**src/rtl/pkt_pkg.sv**
```systemverilog
// Purpose : shared types and constants for the packet deframer slice.
// Contents: FSM state enum, errCode values, header field positions,
//           default sync word.
package pkt_pkg;

  typedef enum logic [1:0] {
    HDR  = 2'd0,
    PAY  = 2'd1,
    FTR  = 2'd2,
    DROP = 2'd3
  } stateT;

  localparam logic [1:0] ERR_NONE = 2'd0;
  localparam logic [1:0] ERR_SYNC = 2'd1;
  localparam logic [1:0] ERR_LEN  = 2'd2;
  localparam logic [1:0] ERR_CSUM = 2'd3;

  // Header word layout: sync marker in the upper half, payload length below.
  localparam int SYNC_MSB = 31;
  localparam int SYNC_LSB = 16;
  localparam int LEN_MSB  = 15;
  localparam int LEN_LSB  = 0;

  localparam logic [15:0] DEFAULT_SYNC_WORD = 16'hCAFE;

endpackage

```
**src/rtl/sat_counter.sv**
```systemverilog
// Purpose : up-counter that sticks at all-ones instead of wrapping.
// Latency : count reflects an inc one edge after it is sampled.
// Backpressure: none; clear has priority over inc.
// Ports   : clock, clear (sync, active-high), inc, count[WIDTH-1:0].
module sat_counter #(
  parameter int WIDTH = 16
) (
  input  logic             clock,
  input  logic             clear,
  input  logic             inc,
  output logic [WIDTH-1:0] count
);

  always_ff @(posedge clock) begin
    if (clear) begin
      count <= '0;
    end else if (inc && (count != '1)) begin
      count <= count + WIDTH'(1);
    end
  end

endmodule

```
**src/rtl/packet_deframer.sv**
```systemverilog
// Purpose : strips header/footer from framed stream, checks sync, length
//           and XOR checksum, forwards payload with regenerated lastOut.
// Latency : one cycle input-to-output; all outputs registered.
// Backpressure: none; every valid word is consumed the cycle it arrives.
// Ports   : clock/reset; dataIn/validIn/lastIn framed input;
//           dataOut/validOut/lastOut payload output; pktDone/pktErr/errCode
//           per-frame status pulses; pktCount/errCount saturating counters.
module packet_deframer
  import pkt_pkg::*;
#(
  parameter int          DATA_WIDTH  = 32,
  parameter int          MAX_PAYLOAD = 381,
  parameter logic [15:0] SYNC_WORD   = DEFAULT_SYNC_WORD,
  parameter int          CNT_WIDTH   = 16
) (
  input  logic                  clock,
  input  logic                  reset,
  input  logic [DATA_WIDTH-1:0] dataIn,
  input  logic                  validIn,
  input  logic                  lastIn,
  output logic [DATA_WIDTH-1:0] dataOut,
  output logic                  validOut,
  output logic                  lastOut,
  output logic                  pktDone,
  output logic                  pktErr,
  output logic [1:0]            errCode,
  output logic [CNT_WIDTH-1:0]  pktCount,
  output logic [CNT_WIDTH-1:0]  errCount
);

  localparam logic [15:0] MAX_LEN = 16'(MAX_PAYLOAD);

  stateT                 state;
  logic [15:0]           remaining;
  logic [DATA_WIDTH-1:0] csumAcc;

  logic [15:0] hdrSync;
  logic [15:0] hdrLen;
  logic        doneEvt;
  logic        errEvt;
  logic [1:0]  errKind;

  assign hdrSync = dataIn[SYNC_MSB:SYNC_LSB];
  assign hdrLen  = dataIn[LEN_MSB:LEN_LSB];

  // Frame verdict for the word being sampled. Decoded combinationally so the
  // status pulse and the counter bump land on the same edge.
  always_comb begin
    doneEvt = 1'b0;
    errEvt  = 1'b0;
    errKind = ERR_NONE;
    if (validIn) begin
      case (state)
        HDR: begin
          if (hdrSync != SYNC_WORD) begin
            errEvt  = 1'b1;
            errKind = ERR_SYNC;
          end else if ((hdrLen == 16'd0) || (hdrLen > MAX_LEN) || lastIn) begin
            // A good header that also ends the frame is a zero-content frame.
            errEvt  = 1'b1;
            errKind = ERR_LEN;
          end
        end
        PAY: begin
          if (lastIn) begin
            errEvt  = 1'b1;
            errKind = ERR_LEN;
          end
        end
        FTR: begin
          if (!lastIn) begin
            errEvt  = 1'b1;
            errKind = ERR_LEN;
          end else if (dataIn == csumAcc) begin
            doneEvt = 1'b1;
          end else begin
            errEvt  = 1'b1;
            errKind = ERR_CSUM;
          end
        end
        default: ;  // DROP reports nothing; the error was already flagged.
      endcase
    end
  end

  always_ff @(posedge clock) begin
    if (reset) begin
      state     <= HDR;
      remaining <= '0;
      csumAcc   <= '0;
      dataOut   <= '0;
      validOut  <= 1'b0;
      lastOut   <= 1'b0;
      pktDone   <= 1'b0;
      pktErr    <= 1'b0;
      errCode   <= ERR_NONE;
    end else begin
      validOut <= 1'b0;
      lastOut  <= 1'b0;
      pktDone  <= doneEvt;
      pktErr   <= errEvt;
      errCode  <= errKind;
      if (validIn) begin
        case (state)
          HDR: begin
            if (errEvt) begin
              // Skip the rest of a rejected frame unless it already ended here.
              state <= lastIn ? HDR : DROP;
            end else begin
              remaining <= hdrLen;
              csumAcc   <= '0;
              state     <= PAY;
            end
          end
          PAY: begin
            dataOut   <= dataIn;
            validOut  <= 1'b1;
            csumAcc   <= csumAcc ^ dataIn;
            remaining <= remaining - 16'd1;
            if (lastIn) begin
              // Truncated: still close the downstream packet cleanly.
              lastOut <= 1'b1;
              state   <= HDR;
            end else if (remaining == 16'd1) begin
              lastOut <= 1'b1;
              state   <= FTR;
            end
          end
          FTR:  state <= lastIn ? HDR : DROP;
          DROP: if (lastIn) state <= HDR;
          default: state <= HDR;
        endcase
      end
    end
  end

  sat_counter #(.WIDTH(CNT_WIDTH)) uPktCount (
    .clock (clock),
    .clear (reset),
    .inc   (doneEvt),
    .count (pktCount)
  );

  sat_counter #(.WIDTH(CNT_WIDTH)) uErrCount (
    .clock (clock),
    .clear (reset),
    .inc   (errEvt),
    .count (errCount)
  );

endmodule

```
**config.mk**
```make
export PLATFORM = sky130hd
export DESIGN_NAME = packet_deframer
export DESIGN_NICKNAME = d
export VERILOG_FILES = /design/src/rtl/pkt_pkg.sv /design/src/rtl/sat_counter.sv /design/src/rtl/packet_deframer.sv
export SDC_FILE = /design/constraint.sdc
export NUM_CORES = 1
export LEC_CHECK = 0
export CAP_MARGIN = 10
export CORE_MARGIN = 5
export CORE_UTILIZATION = 30
export CTS_CLUSTER_DIAMETER = 150
export DETAILED_ROUTE_END_ITERATION = 6
export GPL_ROUTABILITY_DRIVEN = 0
export GPL_TIMING_DRIVEN = 0
export HOLD_SLACK_MARGIN = 0.05
export PLACE_DENSITY = 0.55
export SYNTH_ARGS = -nofsm -noshare
export SYNTH_HDL_FRONTEND = slang
export SYNTH_SLANG_ARGS = --single-unit
```
**constraint.sdc**
```tcl
create_clock -name clock -period 2.3 [get_ports clock]
set_input_delay 0.345 -clock clock [delete_from_list [all_inputs] [get_ports clock]]
set_output_delay 0.345 -clock clock [all_outputs]
set_load 0.005 [all_outputs]
```
==> results of run 1 <==
==> synth_stat cells, drive strengths merged, types with 7 or more instances <==
| cell type | count |
|---|---|
| buf | 9 |
| nor2b | 37 |
| inv | 9 |
| nor3b | 34 |
| nor4 | 11 |
| o21ai | 53 |
| and3 | 7 |
| dfxtp | 120 |
| nor2 | 50 |
| nand4 | 12 |
| xnor2 | 40 |
| a21oi | 99 |
| o31ai | 11 |
| nand2 | 138 |
| nor3 | 17 |
| nand3 | 22 |
| clkbuf | 44 |
| or4 | 11 |
==> power by group <==
| group | switching (mW) | total, mW | internal [mW] | leakage (nW) |
|---|---|---|---|---|
| logic | 0.426 | 0.718 | 0.293 | 1.55 |
| clock network | 0.971 | 2.49 | 1.52 | 0.260 |
| registers | 0.0578 | 2.20 | 2.14 | 0.976 |
==> final cells by class <==
class / count / share of cell area
plain buffers: 52 / 0.0284
clock buffers: 21 / 0.0550
clock inverters: 9 / 0.00926
inverters: 9 / 0.00403
multi-input cells: 614 / 0.446
flip-flops and latches: 120 / 0.288
well taps: 270 / 0.0403
repair buffers: 118 / 0.129
==> repair_timing <==
action,in CTS,in global routing
setup buffers,9,6
hold buffers,0,0
gates resized for setup,53,63
pin swaps,10,13
endpoints found under the setup margin,79,76
gates cloned,1,0
==> cell families (layout without fill, tap and decap cells) <==
kind of cell	count (synthesis)	in the layout	synth area share
AND/OR/NAND/NOR	366	366	0.310
AO/OA/AOI/OAI	198	198	0.184
flip-flops	120	120	0.388
buffers and inverters	62	209	0.0412
XOR/XNOR	40	40	0.0566
multiplexers	6	6	0.0113
adder cells (fa/ha/maj)	4	4	0.00809
==> critical path: cells and delay by family, from the launching register on <==
kind	cells	cell delay, ns
muxes	1	0.30
buffers and inverters	1	0.17
and+or+nand+nor	5	1.12
DFF	1	0.34
xor gates and xnor gates	1	0.21
==> registers in the layout, summed over array words and instances, names as in the netlist <==
name             cells
uPktCount.count     16
state                2
validOut             1
remaining           16
pktErr               1
csumAcc             32
errCode              2
dataOut             32
uErrCount.count     16
lastOut              1
pktDone              1
==> routing by layer <==
metal  global-route usage  part of all wire  up-vias
met4               0.0471             0.017        0
met1                0.228              0.48     2838
met2                0.260              0.45      203
met5                    0                 0        -
met3               0.0332             0.055       28
li1                     -                 -     3075
==> per-stage QoR <==
stage | hold WS [ns] | util | setup WS, ns
after floorplan | 0.453 | - | 0.138
after global placement | 0.442 | 0.372 | -1.20
after detailed placement | 0.447 | 0.372 | -1.26
after CTS | 0.251 | 0.406 | -0.00916
after global routing | 0.276 | 0.413 | -0.0364
final | 0.255 | 0.413 | 0.0505
==> how the worst min path moves through the flow <==
stage                                        start                        to  slack (ns)  cells past startpoint
after CTS                                dataIn[8]   dataOut[8]$_SDFFE_PP0P_        0.25                      3
after global placement    dataOut[29]$_SDFFE_PP0P_  dataOut[29]$_SDFFE_PP0P_        0.44                      2
after floorplan            dataOut[0]$_SDFFE_PP0P_   dataOut[0]$_SDFFE_PP0P_        0.45                      2
after detailed placement  dataOut[10]$_SDFFE_PP0P_  dataOut[10]$_SDFFE_PP0P_        0.45                      2
after global routing                    dataIn[16]  dataOut[16]$_SDFFE_PP0P_        0.28                      3
final                                   dataIn[16]  dataOut[16]$_SDFFE_PP0P_        0.25                      3
==> impl_metrics.toml, run 1 <==
[yosys]
avgSynthCellArea_sq_um = 7.77
ys_types = 60
synth_area_leaders = "dfxtp_1 (39%), nand2_1 (8.4%), a21oi_1 (8.0%)"
synth_cells = 796
yosys.area.top_type = "dfxtp_1"
ys_async_sr_fraction = 0
ys_warn_count = 0
syn_nets = 836
netlist_area_sq_um = 6190
synth-seq-cells = 120
seq_area_frac_synth = 0.388
synth-edff-count = 0
synth_top_area_share = 0.388
yosys_most_used_dff = "dfxtp_1"

[drt]
drt-total-wl_um = 19700
dr.pass1.iters = 5
vias_per_cell = 5.07
ant_nets = 0
dr_total_vias = 6144
detail_route.wl_per_cell_um = 16.2
dr.first_iter.drc_count = 358
drc = 0

[clock_tree]
clk_latency_ns = 0.42
numCtsBuffers = 17
clk_pin_slew_ns = 0.05
cts.sinks = 120
root_buffer = "clkbuf_16"
h-tree-depth = 4
clockBufferDepth = 2
tritoncts = "yes"

[floorplanning]
die_h_um = 154
die_x_um = 154
core-area_sq_um = 20300
row_count = 52
dieArea_sq_um = 23600
ios = 106
initial_utilization = 0.305

[critical_path]
worstReg2RegEnd = "uPktCount.count[8]$_SDFFE_PP0P_"
crit_type = "register to register"
r2r_setup_slack_ns = 0.05
reg2reg_from = "csumAcc[17]$_SDFFE_PP0P_"
path_cells = "xnor2_2 -> nand4_1 -> nor4_4 -> buf_6 -> nand3_4 -> nor3_4 -> and3_1 -> mux2_4"
cp.required_ns = 2.60
rr_worst_depth = 8
worstPathMaxFanout = 6
setup.worst_path.end = "uPktCount.count[8]$_SDFFE_PP0P_"
crit_slowest_cell = "dfxtp_2"
crit_path_start_kind = "register"
crit_arrival_ns = 2.55
end_kind = "register"
cpPeakStageDelay_ns = 0.34
startpoint = "csumAcc[17]$_SDFFE_PP0P_"

[cells_and_area]
layout_commonest_cell = "nand2_1"
layout_common_cells = "nand2_1 (138), dfxtp_1 (111), a21oi_1 (98)"
synthToLayoutAreaGrowth_pct = 35.4
fillers = 2087
seqCellArea_sq_um = 2410
num_antenna_cells = 0
final_cell_area_sq_um = 8380
multi_input_area_sq_um = 3740
drive_above_1_share = 0.129
fin_nets = 972
post_layout_nonfiller_instances = 1213

[run_status]
status = "completed"

[grt]
grt_overflow = 0
grt_pass1_vias = 5748
gr-usage-all-layers = 0.164
grt_max_degree = 17
grt_first_pass_wirelength_um = 31500
antenna_found_initial = 0

[timing]
grt_setup_unrepaired = "true"
slew_headroom = 0.519
finClkSkew_ns = 0.00850
finalSetupTns_ns = 0
min_period_over_period = 0.978
hold_viol = 0
max_freq_mhz = 445
slew_viol_final = 0
final-setup-viol-count = 0
worst_pin_slew_ns = 0.721
min_period_ns = 2.25

[pwr]
total_power_mw = 5.41
leakage_nw = 2.79
p_per_area_nw_per_um2 = 645
ir_worst_vdd_mv = 0.495

[placed_design]
portBuffers = 102
placed_area_sq_um = 7550
dp_cells = 1168
post-dp-hpwl_um = 14000

[run]
drv_cap = 0

[hold_path]
worstHoldPathType = "input pin to register"
Power figures use the tool's default switching activity.
==> inputs of run 2 (changes only) <==
CORE_ASPECT_RATIO = 1.75   (was not set)
==> run 2 against run 1 <==
The flow now finishes with violations (negative setup slack). Worst hold slack improved by 0.039 ns. Worst setup slack got worse by 0.11 ns. Register-to-register slack got worse by 0.11 ns. Wire length increased by 4.7%. Global-route usage increased by 0.55 points. Die area increased by 0.48%. Core utilization increased by 0.26 points. Sequential cell count unchanged. Critical path type is now input pin to register. Largest power group unchanged. Highest routed layer unchanged.
==> impl_metrics.toml, run 2 (synthesis gave the netlist of run 1 again) <==
[run_status]
status = "finished, violations left"
violations = "negative setup slack"

[timing]
fin_ws_ns = -0.0614
min_period_over_period = 1.03
min_period_ns = 2.36
hold_viol = 0
max_freq_mhz = 423
worst_pin_slew_ns = 0.662
slew_headroom = 0.559
final-setup-viol-count = 14
grt_setup_unrepaired = "true"
finClkSkew_ns = 0.0117
finalSetupTns_ns = -0.515
slew_viol_final = 0

[cells_and_area]
final_cell_area_sq_um = 8430
num_antenna_cells = 0
reg_top3 = "csumAcc x32, dataOut x32"
layout_commonest_cell = "nand2_1"
fillers = 2101
fin_nets = 968
drive_above_1_share = 0.137
synthToLayoutAreaGrowth_pct = 36.2
layout_common_cells = "nand2_1 (138), dfxtp_1 (105), a21oi_1 (97)"

[drt]
vias_per_cell = 5.17
dr_total_vias = 6143
ant_nets = 0
drt-total-wl_um = 20600
detail_route.wl_per_cell_um = 17.3
dr.pass1.iters = 4
drc = 0
dr.first_iter.drc_count = 297

[clock_tree]
clk_pin_slew_ns = 0.07
tritoncts = "yes"
hold_buffers = 0
clk_latency_ns = 0.42
clockBufferDepth = 2
h-tree-depth = 4
root_buffer = "clkbuf_16"
cts.sinks = 120
numCtsBuffers = 17

[pwr]
p_sw_frac = 0.282
power_frac_seq = 0.399
leakage_nw = 2.83
ir_worst_vdd_mv = 0.427
pwr-share-clk = 0.469
p_per_area_nw_per_um2 = 654
pwr-share-comb = 0.132
p_sw_mw = 1.55
power.internal_mw = 3.96
total_power_mw = 5.51

[floorplanning]
ios = 106
row_count = 69
initial_utilization = 0.305
die_x_um = 119
die_h_um = 200
core-area_sq_um = 20300
dieArea_sq_um = 23700

[critical_path]
worstReg2RegEnd = "uErrCount.count[5]$_SDFFE_PP0P_"
setup.worst_path.end = "uErrCount.count[5]$_SDFFE_PP0P_"
crit_arrival_ns = 2.68
worstPathMaxFanout = 6
crit_type = "input pin to register"
startpoint = "dataIn[10]"
reg2reg_from = "csumAcc[2]$_SDFFE_PP0P_"
r2r_setup_slack_ns = -0.06
crit_path_start_kind = "input pin"
end_kind = "register"
cp.required_ns = 2.61
rr_worst_depth = 9

[grt]
gr-usage-all-layers = 0.170
grt_overflow = 0
antenna_found_initial = 0
grt_pass1_vias = 5871
grt_max_degree = 17
grt_first_pass_wirelength_um = 32200

[hold_path]
worstHoldPathType = "input pin to register"

[placed_design]
dp_slack_ns = -1.15
post-dp-hpwl_um = 15300
placed_area_sq_um = 7520
portBuffers = 102

[run]
drv_cap = 0
-- run 2: changes by cell type in the layout (fill, tap and decap cells not counted), sizes merged --
cell           before  now
clkbuf             72   62
inv                 9   13
buf                25   22
dlygate4sd2        19   28
clkdlybuf4s15       4    2
-- run 2: per-stage QoR --
step                      utilization  hold slack [ns]  instances
final                           0.415            0.294       1189
after global routing            0.415            0.318       1189
after CTS                       0.406            0.284       1183
after detailed placement        0.371            0.447       1146
after global placement          0.371            0.444       1146
after floorplan                     -            0.453        796
-- run 2: what timing repair did --
action | in CTS | in global routing
setup buffers | 4 | 8
gates cloned | 1 | 0
resized for setup | 63 | 53
setup endpoints to repair | 82 | 63
pin swaps | 10 | 19
-- run 2: cell type report --
| cell class | count | area [sq um] | share of cell area |
|---|---|---|---|
| clock buffers | 19 | 443 | 0.0526 |
| clock inverters | 13 | 120 | 0.0143 |
| inverters | 9 | 33.8 | 0.00401 |
| plain buffers | 51 | 238 | 0.0282 |
| multi-input cells | 614 | 3780 | 0.448 |
| well taps | 248 | 310 | 0.0368 |
| repair buffers | 115 | 1080 | 0.128 |
| flip-flops and latches | 120 | 2420 | 0.288 |
-- run 2: how the worst min path moves through the flow --
stage / from / end / slack [ns] / cells past startpoint
after detailed placement: dataOut[13]$_SDFFE_PP0P_ / dataOut[13]$_SDFFE_PP0P_ / 0.45 / 2
after global routing: dataIn[8] / dataOut[8]$_SDFFE_PP0P_ / 0.32 / 3
after floorplan: dataOut[0]$_SDFFE_PP0P_ / dataOut[0]$_SDFFE_PP0P_ / 0.45 / 2
after CTS: dataIn[8] / dataOut[8]$_SDFFE_PP0P_ / 0.28 / 3
final: dataIn[8] / dataOut[8]$_SDFFE_PP0P_ / 0.29 / 3
after global placement: dataOut[1]$_SDFFE_PP0P_ / dataOut[1]$_SDFFE_PP0P_ / 0.44 / 2
-- run 2: critical path, cell delays in order --
cell and delay (ns):
dlygate4sd2_1 0.48, xnor2_1 0.17, nand4_1 0.15, nor4_4 0.43, buf_4 0.19, a21boi_4 0.06, o31ai_4 0.34, buf_6 0.17
nor3_2 0.05, mux2_4 0.29
-- run 2: metal layers --
metal	share of wire	vias to the layer above	GRT usage
met5	0	-	0
met4	0.025	0	0.0681
met3	0.035	28	0.0259
met2	0.54	134	0.322
met1	0.40	2917	0.188
li1	-	3064	-
-- run 2: power groups by stage --
stage	Clock [mW]	Combinational, mW	Sequential, mW
4_1_cts	2.65	0.713	2.20
5_1_grt	2.73	0.802	2.21
6_report	2.58	0.730	2.20
2_1_floorplan	0	0.403	2.23
3_3_place_gp	0	0.704	2.24
3_5_place_dp	0	0.706	2.24
==> inputs of run 3 (changes only) <==
CTS_CLUSTER_DIAMETER = 30   (was 150)
==> results of run 3 <==
Same layout as run 2: the final DEF is identical, and so are final timing and power.
